`config.mk`:
```
export PLATFORM = sky130hd
export DESIGN_NAME = vedic_mac_seq
export DESIGN_NICKNAME = d
export VERILOG_FILES = /design/src/rtl/vedic_mac_seq.sv
export SDC_FILE = /design/constraint.sdc
export NUM_CORES = 1
export LEC_CHECK = 0
export CAP_MARGIN = 20
export CORE_AREA = 2 2 110 112
export CTS_CLUSTER_SIZE = 10
export DETAILED_ROUTE_END_ITERATION = 8
export DIE_AREA = 0 0 112 114
export PLACE_DENSITY = 0.73
export SETUP_SLACK_MARGIN = 0.05
export SLEW_MARGIN = 20
export SYNTH_ARGS = -nofsm -noshare
export SYNTH_HDL_FRONTEND = slang
export SYNTH_SLANG_ARGS = --single-unit
export TNS_END_PERCENT = 50
```
`constraint.sdc`:
```
create_clock -name clk -period 3.1 [get_ports clk]
set_clock_uncertainty 0.05 [all_clocks]
set_input_delay 0.31 -clock clk [delete_from_list [all_inputs] [get_ports clk]]
set_output_delay 0.31 -clock clk [all_outputs]
set_load 0.02 [all_outputs]
```
`src/rtl/vedic_mac_seq.sv`:
```
// Dot-product sequencer for one shared signed 8x8 multiplier.
// Operand pairs are registered onto the multiplier; products are accumulated one cycle later.
module vedic_mac_seq #(
  parameter int LEN_W = 8,
  parameter int ACC_W = 32
) (
  input  logic             clk,
  input  logic             rst,
  input  logic             start,
  input  logic [LEN_W-1:0] len,
  output logic             busy,
  input  logic             in_valid,
  output logic             in_ready,
  input  logic [7:0]       in_a,
  input  logic [7:0]       in_b,
  output logic [7:0]       mul_a,
  output logic [7:0]       mul_b,
  input  logic [15:0]      mul_c,
  output logic             res_valid,
  input  logic             res_ready,
  output logic [ACC_W-1:0] result,
  output logic             ovf
);

  typedef enum logic [1:0] {IDLE, RUN, DRAIN, DONE} state_t;

  state_t           state_q, state_d;
  logic [LEN_W-1:0] cnt_q, cnt_d;
  logic [ACC_W-1:0] acc_q, acc_d;
  logic             pend_q, pend_d;
  logic [7:0]       mul_a_q, mul_a_d;
  logic [7:0]       mul_b_q, mul_b_d;
  logic [ACC_W-1:0] result_q, result_d;
  logic             ovf_q, ovf_d;

  logic             xfer;
  logic             start_ok;
  logic [ACC_W-1:0] prod_ext;
  logic [ACC_W-1:0] sum;
  logic             add_ovf;

  always_ff @(posedge clk or posedge rst) begin
    if (rst) begin
      state_q  <= IDLE;
      cnt_q    <= '0;
      acc_q    <= '0;
      pend_q   <= 1'b0;
      mul_a_q  <= '0;
      mul_b_q  <= '0;
      result_q <= '0;
      ovf_q    <= 1'b0;
    end else begin
      state_q  <= state_d;
      cnt_q    <= cnt_d;
      acc_q    <= acc_d;
      pend_q   <= pend_d;
      mul_a_q  <= mul_a_d;
      mul_b_q  <= mul_b_d;
      result_q <= result_d;
      ovf_q    <= ovf_d;
    end
  end

  assign start_ok = (state_q == IDLE) && start;
  assign xfer     = in_valid && in_ready;

  always_comb begin
    state_d = state_q;
    case (state_q)
      IDLE:    if (start) state_d = (len == '0) ? DONE : RUN;
      RUN:     if (xfer && (cnt_q == LEN_W'(1))) state_d = DRAIN;
      DRAIN:   state_d = DONE;
      DONE:    if (res_ready) state_d = IDLE;
      default: state_d = IDLE;
    endcase
  end

  always_comb begin
    busy      = (state_q != IDLE);
    in_ready  = (state_q == RUN) && (cnt_q != '0);
    res_valid = (state_q == DONE);
  end

  assign prod_ext = ACC_W'($signed(mul_c));
  assign sum      = acc_q + prod_ext;
  assign add_ovf  = (acc_q[ACC_W-1] == prod_ext[ACC_W-1]) && (sum[ACC_W-1] != acc_q[ACC_W-1]);

  always_comb begin
    cnt_d    = cnt_q;
    acc_d    = acc_q;
    ovf_d    = ovf_q;
    mul_a_d  = mul_a_q;
    mul_b_d  = mul_b_q;
    result_d = result_q;
    pend_d   = xfer;
    if (pend_q) begin
      acc_d = sum;
      if (add_ovf) ovf_d = 1'b1;
    end
    if (xfer) begin
      mul_a_d = in_a;
      mul_b_d = in_b;
      cnt_d   = cnt_q - LEN_W'(1);
    end
    if (start_ok) begin
      cnt_d = len;
      acc_d = '0;
      ovf_d = 1'b0;
    end
    // Capture on DONE entry includes the product accumulated on that same edge.
    if ((state_d == DONE) && (state_q != DONE)) result_d = acc_d;
  end

  assign mul_a  = mul_a_q;
  assign mul_b  = mul_b_q;
  assign result = result_q;
  assign ovf    = ovf_q;

endmodule

```
# After elaboration in Yosys (flattened, before gate mapping)
# Index checks and enable logic that the tools add are counted.
dict set report op_classes {
  addsub 2
  multipliers 0
  n_div 0
  n_lt_le_gt_ge 0
  n_eq_ne 8
  shifts 0
  muxes 12
  bitwise_logic 0
  reduce_logical 14
}
# cell count
set ops {}
lappend ops {{$mux W32} 2}
lappend ops {{$add A32 B32 Y32} 1}
lappend ops {{$mux W8} 2}
lappend ops {{$eq A8 B1 Y1 const B} 1}
lappend ops {{$logic_not A8 Y1} 1}
lappend ops {{$mux W2} 4}
lappend ops {{$pmux W2 S4} 1}
lappend ops {{$reduce_bool A2 Y1} 4}
lappend ops {{$reduce_bool A8 Y1} 1}
lappend ops {{$sub A8 B1 Y8 const B} 1}
lappend ops {{$eq A2 B2 Y1 const B} 3}
lappend ops {{$logic_and A1 B1 Y1} 6}
lappend ops {{$mux W1} 3}
lappend ops {{$eq A2 B1 Y1 const B} 1}
lappend ops {{$logic_not A2 Y1} 1}
lappend ops {{$ne A2 B2 Y1 const B} 1}
lappend ops {{$reduce_and A2 Y1} 1}
lappend ops {{$eq A1 B1 Y1} 1}
lappend ops {{$ne A1 B1 Y1} 1}
dict set report word_totals {
  reg_bits 92
  latch_bits 0
  mem_bits_rw 0
  rom_bits 0
  input_bits 45
  n_memories 0
}

# Logic depth before layout (Yosys ltp)
dict set report depth {
  depth_word 8
  mapped_depth 12
  mapped_depth_nobuf 12
}

# Least setup slack after synthesis
# Ideal clock, no wire load.
dict set report synth_timing {
  path_type {reg-to-reg}
  from {register acc_q[0]}
  to {register result_q[24] (netlist: result[24])}
  setup_time_ps 121
  t_arrival_ps 2714
  required_time_ps 2929
  slack_ps 215
  path_stages_with_launch 13
  period_less_slack_ps 2885
  cell_sequence {dfrtp_1 ha_1 inv_1 fa_1 nor2b_4 o31a_4 o2111ai_4 a211oi_2 o2111a_1 or4_4 a21oi_1 o221ai_1 a32o_2}
}
dict set report synth_via {
  elab_chain_len 3
}
# item line_no
set synth_lines {}
lappend synth_lines {{from (decl)} 29} ;# logic [ACC_W-1:0] acc_q, acc_d;
lappend synth_lines {{from (signal assigned)} 46} ;# acc_q <= '0;
lappend synth_lines {{from (signal assigned)} 55} ;# acc_q <= acc_d;
lappend synth_lines {{$add A32 B32 Y32} 85} ;# assign sum = acc_q + prod_ext;
lappend synth_lines {{$mux W32} 96} ;# if (pend_q) begin
lappend synth_lines {{$mux W32} 105} ;# if (start_ok) begin
lappend synth_lines {{to (signal assigned)} 59} ;# result_q <= result_d;
lappend synth_lines {{to (decl)} 33} ;# logic [ACC_W-1:0] result_q, result_d;
# Every way passes these cells.
# A chain may end at the register's enable or synchronous reset.

# Worst setup path in the final report
dict set report layout_timing {
  from {input mul_c[9]}
  to {register result_q[29] (netlist: result[29])}
}
dict set report layout_via {
  elab_chain_len 3
}
# item line_no
set layout_lines {}
lappend layout_lines {{from (decl)} 18} ;# input logic [15:0] mul_c,
lappend layout_lines {{$add A32 B32 Y32} 85}
lappend layout_lines {{$mux W32} 96}
lappend layout_lines {{$mux W32} 105}
lappend layout_lines {{net acc_d[29]} 29}
# The timed path passes the listed nets, and every way through them passes these cells.

==> results by stage <==
Hold path:
- The min-delay analysis places its worst path in the category input port to async pin.

STA:
- Timing would allow up to 0.340 GHz.
- The number of max-slew violations in the final report came to 0.
- The tightest hold path in the finished design has a slack of 351 ps.
- Setup repair after global routing could not meet its margin everywhere.
- The number of hold violations in the final report is 0.
- In the finished design, the share of the clock period the worst path needs comes to 94.8%.
- Setup violations remaining at the end of the flow were counted as 0.
- The time the worst path needs with I/O delays and setup is 2940 ps.
- The worst pin sits at a relative slew slack of 43.2%.
- At the pin with the least slew margin, the transition time is 853 ps.

Critical path:
- The critical path startpoint category is an input port.
- The peak fanout along the critical path is 4.
- The type of the worst setup path is input port to flop.
- The reg-to-reg critical path startpoint is acc_q[7].
- The source of the critical timing path is mul_c[9].
- The data arrival time of the critical path is 3130 ps.
- For the worst setup path, the data required time is 3290 ps.
- The worst setup path is captured at a flop.

Layout:
- The finished layout holds 922 standard cells, fillers aside.
- Cells fill 63.3% of the core in the end.
- The filler cells instantiated in the layout total 1006.
- The share of final-layout standard cells stronger than drive strength 1 is 15.9%.
- The relative area change from synthesis to final layout is 36.5%.
- The antenna diode count is 0.
- The final non-filler cell area is 0.00742 sq mm.
- The layout net count is 850.

Detailed routing:
- The number of optimization iterations in the first detailed-route pass is 4.
- In the routed design, unresolved DRC markers number 0.
- The wire length reported by the detailed router is 15100 um.
- The count of nets left with antenna violations once routing finished came out at 0.
- The wire length per cell is 16.3 um.
- For this block, the via count after detailed routing is 5106.
- For this block, the initial DRC count from the detailed router was 264.
- In the routed layout, each cell is associated on average with a via count of 5.54.

Synth:
- The flip-flop and latch count after synthesis is 92.
- The cell accounting for the most synthesized area is sky130_fd_sc_hd__dfrtp_1.
- The cell with the most instances after synthesis is sky130_fd_sc_hd__nand2_1.
- The fraction of synthesized cell area taken by the top area cell type is 42.4%.
- Yosys mapped a number of flops with a built-in enable equal to 0.
- The warning count from the yosys run is 0.
- Summing every instance area after synthesis gives 0.00543 sq mm.
- The number of different library cells used by synthesis comes to 63.
- Sequential elements use 42.4% of the synthesized area.
- By count the netlist is led by 133 x sky130_fd_sc_hd__nand2_1, 92 x sky130_fd_sc_hd__dfrtp_1, 52 x sky130_fd_sc_hd__nor2_1, 45 x sky130_fd_sc_hd__a21oi_1, 34 x sky130_fd_sc_hd__ha_1.
- Ranked by total cell area, the synthesized netlist is headed by sky130_fd_sc_hd__dfrtp_1 42%, sky130_fd_sc_hd__nand2_1 9.2%, sky130_fd_sc_hd__ha_1 7.8%.
- The number of standard cells after synthesis is 610.
- The synthesized netlist net count is 690.
- The synthesized area divided by synthesized cell count is 8.90 sq um.
- For this run, the leading register cell type out of synthesis is sky130_fd_sc_hd__dfrtp_1.
- Counting flops with an async set or reset pin after synthesis yields a share of 100%.

Place:
- The weighted congestion at the end of routability-driven global placement is 0.980.
- Once placement finished, the instance area stood at 0.00707 sq mm.
- The count of placed standard cells including taps is 906.
- The placed wire-length estimate is 11400 um.
- In this run the tool buffered the top-level ports with 96 buffer cells.

Die:
- In this run the standard cell core region covers 0.0117 sq mm.
- The die is 112 um wide.
- In this run the core area contains 40 standard-cell rows.
- The die covers 0.0128 sq mm.
- The vertical die dimension is 114 um.
- The initial core utilization is 46.4%.
- For this design the top-level I/O count stands at 97.

CTS:
- After clock tree synthesis, the flow added hold-fix buffers numbering 0.
- CTS saw 92 sinks.
- The number of buffers created by CTS is 9.
- The clock network latency to the later pin of the worst-skew pair is 350 ps.
- The clock tree from TritonCTS is done.
- Clock-pin slew was measured on the worst setup and hold paths at 70 ps.
- In this run the number of H-tree levels came out at 3.
- The deepest clock path buffer count is 2.
- The clock tree root buffer cell is sky130_fd_sc_hd__clkbuf_16.

Pwr:
- The cell area power density is 858 mW/mm^2.
- In this run switching power makes up 40.6% of total power.
- The static leakage is 3.44 nW.
- Across the VDD grid, the largest voltage drop is 381 uV.
- Of the total power, combinational logic draws 55.3%.
- Summed over all nets, the switching power comes to 2.58 mW.
- Per report_power, the clock group accounts for 17.4% of the total.
- The total internal power is 3.78 mW.
- Of the total power, registers draw 27.3%.
- The design draws 6.36 mW.

Global routing:
- The met1 track demand over resource is 31.8%.
- The fraction of met3 tracks used by global routing is 4.46%.
- The total routing resource utilization after global routing is 25.0%.
- The global routing stage identified its most utilized layer as met2.
- The via count of the first global-routing pass came to 5387.
- For this run the aggregate overflow at the end of global routing stands at 0.
- The initial antenna violation count is 0.
- The largest net degree at the start of global routing is 93.
- The first global-routing pass estimated 25800 um of wire.
- The fraction of met2 tracks used by global routing is 42.4%.

Run:
- The tool flagged a number of max-cap violations equal to 0.

Run status:
- The flow ran to the end, and the final reports show no timing, DRC or antenna violations.
[routing by layer]
layer	vias to the layer above	share of wire (%)
met2	137	49
li1	2472	-
met3	26	5.4
met5	-	0
met1	2471	43
met4	0	2.7
[metrics by stage]
stage               setup WS [ps]  setup TNS [ps]
floorplan                     215               0
global placement             -217           -1450
detailed placement           -289           -2630
CTS                          69.6               0
global route                -15.5           -19.5
finish                        162               0
[final cells by class]
cell class | instances | area [sq um] | share of cell area (%)
Clock buffer | 10 | 239 | 3.22
Clock inverter | 6 | 57.6 | 0.776
Inverter | 20 | 76.3 | 1.03
Multi-Input combinational cell | 474 | 3010 | 40.5
Sequential cell | 92 | 2300 | 31.0
Tap cell | 147 | 184 | 2.48
Timing Repair Buffer | 173 | 1550 | 20.9
[flip-flops by register name (all words and copies together), names as in the netlist]
signal and count:
pend_q 1, mul_a 8, acc_q 32, result 32, ovf 1, state_q 2, cnt_q 8, mul_b 8
[cell usage in the layout, fill, tap and decap left out, types with 13 or more instances in the layout]
master / n
sky130_fd_sc_hd__a21o_1: 14
sky130_fd_sc_hd__a21oi_1: 44
sky130_fd_sc_hd__buf_4: 76
sky130_fd_sc_hd__clkdlybuf4s50_1: 96
sky130_fd_sc_hd__dfrtp_1: 92
sky130_fd_sc_hd__ha_1: 33
sky130_fd_sc_hd__inv_1: 17
sky130_fd_sc_hd__mux2i_1: 17
sky130_fd_sc_hd__nand2_1: 133
sky130_fd_sc_hd__nor2_1: 52
sky130_fd_sc_hd__o21ai_0: 33
sky130_fd_sc_hd__xnor2_1: 13
[repair_timing]
action                     4_1_cts  5_1_grt
buffers inserted                 0        0
setup endpoints to repair        0       12
resized for setup                0       12
[logic make-up (layout without fill, tap and decap cells)]
kind of cell	Yosys count	in the layout	share of synthesized area, %
compound gates	153	153	18.7
xor+xnor	22	22	3.55
fa+ha+maj	35	35	8.20
buf+inv	44	209	3.27
flops	92	92	42.4
mux	25	25	4.79
simple gates	239	239	19.1
[power by group through the flow]
stage	Sequential (mW)	Clock, mW	Combinational [mW]
detailed placement	1.75	0	3.41
global route	1.77	1.17	3.91
floorplan	1.74	0	2.10
CTS	1.73	1.12	3.43
global placement	1.74	0	3.31
finish	1.74	1.10	3.52
[worst paths after layout]
kind                              endpoint  slack (ps)  cells past startpoint
worst max-delay path            result[29]         160                     12
worst min-delay path            result[12]         350                      3
worst max register to register  result[29]         170                     11
worst min register to register    mul_b[5]         420                      2
max in group asynchronous        acc_q[19]        2280                      3
min in group clk                  mul_b[5]         420                      2
[worst max-delay path, cell delays in order]
cell and delay [ps]:
sky130_fd_sc_hd__clkdlybuf4s50_1 430, sky130_fd_sc_hd__ha_1 360, sky130_fd_sc_hd__and3_1 240, sky130_fd_sc_hd__o211a_1 190
sky130_fd_sc_hd__nand3_1 110, sky130_fd_sc_hd__a211oi_1 380, sky130_fd_sc_hd__nor3_1 90, sky130_fd_sc_hd__buf_4 160
sky130_fd_sc_hd__o31ai_1 330, sky130_fd_sc_hd__xnor2_1 170, sky130_fd_sc_hd__o21ai_1 90, sky130_fd_sc_hd__mux2_2 260
No activity file was read; power rests on OpenSTA's default activity.
